File: config.mk
export PLATFORM = sky130hd
export DESIGN_NAME = adc_capture_scheduler
export DESIGN_NICKNAME = d
export VERILOG_FILES = /design/src/rtl/adc_capture_scheduler.sv
export SDC_FILE = /design/constraint.sdc
export NUM_CORES = 1
export LEC_CHECK = 0
export ABC_AREA = 1
export BUFFER_PORTS_ARGS = -buffer_cell sky130_fd_sc_hd__buf_2
export CAP_MARGIN = 20
export CORE_ASPECT_RATIO = 0.7
export CORE_MARGIN = 2
export CORE_UTILIZATION = 60
export CTS_BUF_LIST = sky130_fd_sc_hd__clkbuf_16
export DETAILED_ROUTE_END_ITERATION = 7
export PLACE_DENSITY = 0.85
export SLEW_MARGIN = 20
export SYNTH_ARGS = -nofsm -noshare
export SYNTH_HDL_FRONTEND = slang
export SYNTH_SLANG_ARGS = --single-unit
export TNS_END_PERCENT = 1
File: constraint.sdc
create_clock -name adc_clk -period 4.19 [get_ports adc_clk]
set_input_delay 0.419 -clock adc_clk [delete_from_list [all_inputs] [get_ports adc_clk]]
set_output_delay 0.419 -clock adc_clk [all_outputs]
set_load 0.01 [all_outputs]
File: src/rtl/adc_capture_scheduler.sv
// Multi-frame capture sequencer for the LTC2324-16 -> AXIS DMA path (adc_clk domain).
// Starts each frame, waits for the capture block, inserts inter-frame gaps, and reports done/abort/error status.
//
//   state | meaning
//   IDLE  | waiting for cmd_start; also the landing state after an abort
//   ARM   | sample_start high, waiting for the capture block to raise st_clr
//   RUN   | frame sampling; waiting for the st_clr falling edge
//   GAP   | idle spacing between frames
//   DONE  | requested frame count reached
//   ERR   | timeout or frame_len of 0; err held until the next start
module adc_capture_scheduler #(
    parameter int CNT_W = 32,
    parameter int FRM_W = 16
) (
    input  logic             adc_clk,
    input  logic             adc_rst_n,
    input  logic [CNT_W-1:0] cfg_frame_len,
    input  logic [FRM_W-1:0] cfg_frame_num,
    input  logic [CNT_W-1:0] cfg_interval,
    input  logic [CNT_W-1:0] cfg_timeout,
    input  logic             cmd_start,
    input  logic             cmd_abort,
    input  logic             st_clr,
    output logic [CNT_W-1:0] sample_len,
    output logic             sample_start,
    output logic             adc_en,
    output logic             busy,
    output logic [FRM_W-1:0] frame_cnt,
    output logic             done,
    output logic             err,
    output logic [1:0]       err_code
);

    typedef enum logic [2:0] {
        IDLE = 3'd0,
        ARM  = 3'd1,
        RUN  = 3'd2,
        GAP  = 3'd3,
        DONE = 3'd4,
        ERR  = 3'd5
    } state_t;

    state_t           state, state_nx;
    logic [CNT_W-1:0] lat_len, lat_int, lat_to;
    logic [FRM_W-1:0] lat_num, frame_inc;
    logic [CNT_W-1:0] to_cnt, gap_cnt;
    logic             st_clr_q, fall, start_ok, timeout;

    always_comb begin
        start_ok  = cmd_start && !cmd_abort &&
                    (state == IDLE || state == DONE || state == ERR);
        fall      = st_clr_q && !st_clr;
        // to_cnt is a down-counter loaded on phase entry; terminal count is 1
        timeout   = (lat_to != '0) && (to_cnt == CNT_W'(1));
        frame_inc = (&frame_cnt) ? frame_cnt : frame_cnt + FRM_W'(1);
        state_nx  = state;
        case (state)
            IDLE, DONE, ERR: begin
                if (start_ok) state_nx = (cfg_frame_len == '0) ? ERR : ARM;
            end
            ARM: begin
                if (cmd_abort)    state_nx = IDLE;
                else if (st_clr)  state_nx = RUN;
                else if (timeout) state_nx = ERR;
            end
            RUN: begin
                if (cmd_abort) state_nx = IDLE;
                else if (fall)
                    state_nx = (lat_num != '0 && frame_inc == lat_num) ? DONE : GAP;
                else if (timeout) state_nx = ERR;
            end
            GAP: begin
                if (cmd_abort)                 state_nx = IDLE;
                else if (gap_cnt <= CNT_W'(1)) state_nx = ARM;
            end
            default: state_nx = IDLE;
        endcase
    end

    assign sample_start = (state == ARM);
    assign busy         = (state == ARM) || (state == RUN) || (state == GAP);
    assign adc_en       = busy;
    assign sample_len   = lat_len;

    always_ff @(posedge adc_clk or negedge adc_rst_n) begin
        if (!adc_rst_n) begin
            state     <= IDLE;
            st_clr_q  <= 1'b0;
            lat_len   <= '0;
            lat_num   <= '0;
            lat_int   <= '0;
            lat_to    <= '0;
            to_cnt    <= '0;
            gap_cnt   <= '0;
            frame_cnt <= '0;
            done      <= 1'b0;
            err       <= 1'b0;
            err_code  <= 2'd0;
        end else begin
            state    <= state_nx;
            st_clr_q <= st_clr;
            done     <= (state_nx == DONE) && (state != DONE);

            if (state_nx != state) to_cnt <= start_ok ? cfg_timeout : lat_to;
            else if (to_cnt != '0) to_cnt <= to_cnt - CNT_W'(1);

            if (state_nx == GAP && state != GAP)
                gap_cnt <= (lat_int == '0) ? CNT_W'(1) : lat_int;
            else if (gap_cnt != '0)
                gap_cnt <= gap_cnt - CNT_W'(1);

            if (start_ok) begin
                lat_len   <= cfg_frame_len;
                lat_num   <= cfg_frame_num;
                lat_int   <= cfg_interval;
                lat_to    <= cfg_timeout;
                frame_cnt <= '0;
                err       <= (cfg_frame_len == '0);
                err_code  <= (cfg_frame_len == '0) ? 2'd3 : 2'd0;
            end else begin
                if (state_nx == ERR && state != ERR) begin
                    err      <= 1'b1;
                    err_code <= (state == ARM) ? 2'd1 : 2'd2;
                end
                if (state == RUN && (state_nx == GAP || state_nx == DONE))
                    frame_cnt <= frame_inc;
            end
        end
    end

endmodule
==> Word-level counts from Yosys, hierarchy flattened <==
Cells that the tools add are included.
{ "word_totals": {"elab_cells": 85, "register_bits": 200, "out_inout_bits": 55} }
{ "op_classes": {"add_sub_neg": 3, "order_cmp": 1, "muxes": 26, "eq_ne": 14, "n_reduce_logical": 29} }
{ "ops": {"columns": ["op", "count"], "rows": [
  ["$mux W32", 6],
  ["$reduce_bool A32 Y1", 3],
  ["$logic_not A32 Y1", 2],
  ["$sub A32 B1 Y32 const B", 2],
  ["$mux W16", 3],
  ["$eq A32 B1 Y1 const B", 1],
  ["$le A32 B1 Y1 const B", 1],
  ["$mux W3", 10],
  ["$add A16 B1 Y16 const B", 1],
  ["$eq A16 B16 Y1", 1],
  ["$reduce_and A16 Y1", 1],
  ["$reduce_bool A16 Y1", 1],
  ["$eq A3 B3 Y1 const B", 4],
  ["$pmux W3 S4", 1],
  ["$eq A3 B2 Y1 const B", 3],
  ["$logic_and A1 B1 Y1", 9],
  ["$mux W2", 4],
  ["$reduce_bool A2 Y1", 4],
  ["$ne A3 B3 Y1 const B", 2],
  ["$logic_or A1 B1 Y1", 5],
  ["$eq A3 B1 Y1 const B", 1],
  ["$logic_not A3 Y1", 1],
  ["$ne A3 B2 Y1 const B", 1],
  ["$ne A3 B3 Y1", 1],
  ["3 further kinds", 5]
]} }

==> Logic depth before layout (Yosys ltp) <==
{ "logic_depth": {"ltp_word": 13, "mapped_depth": 23, "ltp_nobuf": 22} }

==> Worst setup path before layout <==
Ideal clock, no wire load.
{ "synth_path": {"path_kind": "reg-to-reg", "start": "reg frame_cnt[0]", "end": "reg to_cnt[10]", "stages_incl_launch_ff": 21, "n_path_buf": 2, "arrival_ns": 2.546, "path_slack_ns": 1.527, "synth_period_minus_slack_ns": 2.663, "cell_sequence": "dfrtp_1 -> ha_1 -> nand3_2 -> nor2_4 -> nand2_4 -> buf_6 -> nand3_2 -> inv_2 -> a21oi_1 -> nand3_1 -> nor2_1 -> nand3_1 -> nand2_1 -> nand2_2 -> nand2_2 -> nand2_1 -> nand2_2 -> nand4_4 -> nor2_4 -> buf_4 -> nor2_1"} }
{ "synth_via": {"elab_chain_cells": 10} }
{ "synth_rtl": {"columns": ["item", "line_no", "text"], "rows": [
  ["start, declared", "28", "output logic [FRM_W-1:0] frame_cnt,"],
  ["start signal, assigned", "126", "frame_cnt <= frame_inc;"],
  ["$add A16 B1 Y16 / $reduce_and A16 Y1 (equally long branches)", "55", "frame_inc = (&frame_cnt) ? frame_cnt : frame_cnt + FRM_W'(1);"],
  ["$mux W16 *", "55", null],
  ["$eq A16 B16 Y1 *", "69", "state_nx = (lat_num != '0 && frame_inc == lat_num) ? DONE : GAP;"],
  ["$logic_and A1 B1 Y1 *", "69", null],
  ["$mux W3 *", "69", null],
  ["$mux W3 *", "68", "else if (fall)"],
  ["$mux W3 *", "67", "if (cmd_abort) state_nx = IDLE;"],
  ["$pmux W3 S4 *", "57", "case (state)"],
  ["via state_nx[2]", "43", "state_t state, state_nx;"],
  ["$ne A3 B3 Y1 *", "104", "if (state_nx != state) to_cnt <= start_ok ? cfg_timeout : lat_to;"],
  ["$mux W32 / $reduce_bool A2 Y1 (equally long branches)", null, null],
  ["end signal, assigned", "104", null],
  ["end signal, assigned", "105", "else if (to_cnt != '0) to_cnt <= to_cnt - CNT_W'(1);"],
  ["end, declared", "46", "logic [CNT_W-1:0] to_cnt, gap_cnt;"]
]} }
Mark *: on every way through the listed nets, which the timed path passes. The rest lies on a longest branch.
A chain may end at the register's enable or synchronous reset.

==> Final worst setup path <==
{ "layout_path": {"start": "reg frame_cnt[0]", "end": "reg to_cnt[6]"} }
Same word-level chain as after synthesis.

==> flow_summary.yaml <==
global_route:
  track_usage_pct: 30.8
  grt_max_degree: 111
  overflow: 0
  antenna_found_initial: 1
  grt_pass1_vias: 9525
  grt_pass1_wl_um: 46400
routing:
  vias: 10100
  final_antenna_net_count: 0
  first_pass_iters: 7
  drc: 0
  met3_length_um: 2350
  via_per_inst: 5.36
  wl_met2_um: 12400
  highest_layer: "met5"
  drtIter0Drc: 1006
  drt_wl_total_um: 28300
  wl_met1_um: 13000
  wl_per_cell_um: 15.0
sta:
  max_freq_ghz: 0.287
  drv_slew: 0
  post-route-period-util_pct: 83.1
  min_period_ns: 3.48
  final_hold_viol_count: 0
  holdWs_ns: 0.0852
  rsz0062_at_grt: "no"
  worst_pin_slew_ns: 1.05
  finalSetupTns_ns: 0
  setup_violations: 0
  fin_skew_ns: 0.0140
  slew-limit-headroom_pct: 30.1
clock_tree:
  clock-root-buffer: "clkbuf_16"
  clk_latency_ns: 0.44
  h-tree-depth: 4
  ctsHoldBuffers: 0
  ctsResizeCount: 0
  cts.repair_timing.setup_buffer_count: 0
  path_clk_slew_ns: 0.08
  clock_path_buffers: 2
  clock_sinks: 200
  cts_tree: "done"
  cts_buffers: 17
worst_hold_path:
  hold_path.class: "in -> async"
floorplan:
  fp.dieArea_um2: 19100
  dieWidth_um: 165
  core_um2: 17900
  die_h_um: 116
  rows: 41
  ioPinCount: 172
  start_util_pct: 60.6
setup_path:
  reg2reg_to: "to_cnt[6]$_DFFE_PN0P_"
  critical_path.max_fanout: 27
  ff2ff_path_depth: 22
  worstPathArrival_ns: 3.85
  reg2reg_slack_ns: 0.71
  end_kind: "flop"
  r2r_start: "frame_cnt[0]$_DFFE_PN0P_"
  required_ns: 4.56
  startpoint_type: "flop"
  crit_type: "reg -> reg"
logic_synthesis:
  yosys.cell_types.count: 40
  syn-num-nets: 1601
  synthCells: 1479
  ys_seq_elements: 200
  syn_area_um2: 10800
  synth.avg_cell_area_um2: 7.32
  synth_warnings: 0
  async_flop_share_pct: 100
  synth_seq_area_share_pct: 46.2
  synth-edff-count: 0
  synth_ff_type: "dfrtp_1"
power:
  vdd_drop_max_uv: 417
  p_total_w: 0.00786
  p_leak_nw: 6.48
  cellPowerDensity_nw_per_um2: 631
placed_design:
  gp_congestion: 0.978
  post-dp-hpwl_um: 20400
  portBuffers: 171
status:
  status: "completed"
finish:
  diodes: 0
  drive_gt1_share_pct: 16.2
  fin_nets: 1755
  area_growth_pct: 15.0
  fillCellCount: 1483
flow_run:
  maxCapViolCount: 0
[Yosys cell counts, types with 4 or more instances]
cell type	n	area, um^2
buf_6	6	67.6
nand2_1	508	1910
o21ai_0	80	400
dfrtp_1	200	5000
nor4_1	27	169
nor2_2	6	37.5
buf_2	6	30.0
buf_1	7	26.3
nand2_2	10	62.6
a21oi_1	25	125
xnor2_1	15	131
inv_2	5	18.8
o21ai_1	27	135
nand4_1	31	194
xor2_1	28	245
nor3_1	16	80.1
inv_1	163	612
buf_4	4	30.0
or2_2	18	113
clkbuf_1	22	82.6
nand3_1	90	450
ha_1	5	62.6
nand3_2	4	40.0
nor2_1	150	563
[layout by cell type, fill, tap and decap left out, types with 2 or more instances in the layout]
cell type  synthesis  routed
nand2_1          508     508
nand3_2            4       4
dfrtp_1          200     200
nand3b_1           2       2
nand3_1           90      90
nor2_2             6       6
xnor2_1           15      15
or2_2             18      18
xor2_1            28      28
ha_1               5       5
o21ai_1           27      27
nand2_2           10      10
clkinv_8           0       3
inv_6              0       3
inv_8              0       3
a31oi_1            2       2
buf_4              4      10
or4_1              2       2
o211ai_1           3       3
nor2_4             3       3
nor3_1            16      16
nor4_2             2       2
buf_2              6     170
clkinv_4           0       4
nor2_1           150     150
clkbuf_16          0      17
nand4_1           31      31
a21oi_1           25      25
nor4_1            27      27
o21ai_0           80      80
inv_1            163     163
inv_2              5       4
[final cells by class]
| class | count | area, um^2 | area share [%] |
|---|---|---|---|
| well taps | 236 | 295 | 2.37 |
| multi-input cells | 1064 | 4950 | 39.8 |
| clock buffers | 17 | 425 | 3.42 |
| inverters | 168 | 632 | 5.08 |
| flip-flops and latches | 200 | 5000 | 40.2 |
| clock inverters | 15 | 181 | 1.46 |
| repair buffers | 182 | 960 | 7.71 |
[logic make-up after synthesis]
logic type      synth area share, %
simple gates                   34.8
flops                          46.2
compound gates                 6.78
fa+ha+maj                     0.578
buf+inv                        8.10
xor+xnor                       3.48
[state kept, by name, summed over array words and instances (netlist names)]
register / flops
err_code: 2
lat_int: 32
to_cnt: 32
state: 3
err: 1
gap_cnt: 32
done: 1
lat_to: 32
sample_len: 32
st_clr_q: 1
frame_cnt: 16
lat_num: 16
[where the power goes]
group / switching (W) / leakage [nW] / internal (W)
Sequential: 0.000621 / 2.42 / 0.00269
Clock: 0.000813 / 0.293 / 0.000857
Combinational: 0.00182 / 3.76 / 0.00106
[metrics by stage]
stage | cell area, um^2 | setup WS, ns | instances | util, %
3_5_place_dp | 11800 | 0.806 | 1850 | 66.3
4_1_cts | 12400 | 0.774 | 1882 | 69.7
2_1_floorplan | 10800 | 1.53 | 1479 | -
6_report | 12400 | 0.709 | 1882 | 69.7
3_3_place_gp | 11800 | 1.03 | 1850 | 66.3
5_1_grt | 12400 | 0.403 | 1882 | 69.7
[worst max path at each step]
stage | from | end | slack, ns
2_1_floorplan | frame_cnt[0]$_DFFE_PN0P_ | to_cnt[10]$_DFFE_PN0P_ | 1.53
3_3_place_gp | frame_cnt[0]$_DFFE_PN0P_ | to_cnt[24]$_DFFE_PN0P_ | 1.03
3_5_place_dp | frame_cnt[0]$_DFFE_PN0P_ | to_cnt[6]$_DFFE_PN0P_ | 0.81
4_1_cts | frame_cnt[0]$_DFFE_PN0P_ | to_cnt[6]$_DFFE_PN0P_ | 0.77
5_1_grt | frame_cnt[0]$_DFFE_PN0P_ | to_cnt[6]$_DFFE_PN0P_ | 0.40
6_report | frame_cnt[0]$_DFFE_PN0P_ | to_cnt[6]$_DFFE_PN0P_ | 0.71
[critical path, cell delays in order, from the launching register on]
cell and delay [ns]:
dfrtp_1 0.48, ha_1 0.32, nand3_2 0.17, nor2_4 0.20, nand2_4 0.18, nand2_1 0.14, nand2_1 0.08, nand2_1 0.08
inv_1 0.04, nor2_1 0.10, nand2_1 0.06, nor2_1 0.10, nand3_1 0.09, nand2_1 0.12, nand2_2 0.09, nand2_2 0.10
nand2_1 0.07, nand2_2 0.08, nand4_4 0.28, buf_4 0.34, nand2_1 0.10, nand2_1 0.07, nor2_1 0.10
[per-layer routing]
metal  GRT usage (%)  up-vias
li1                -     4998
met5               0        -
met3            6.36       42
met4            9.16        2
met1            44.6     4632
met2            47.4      415
No activity file was read; power rests on OpenSTA's default activity.
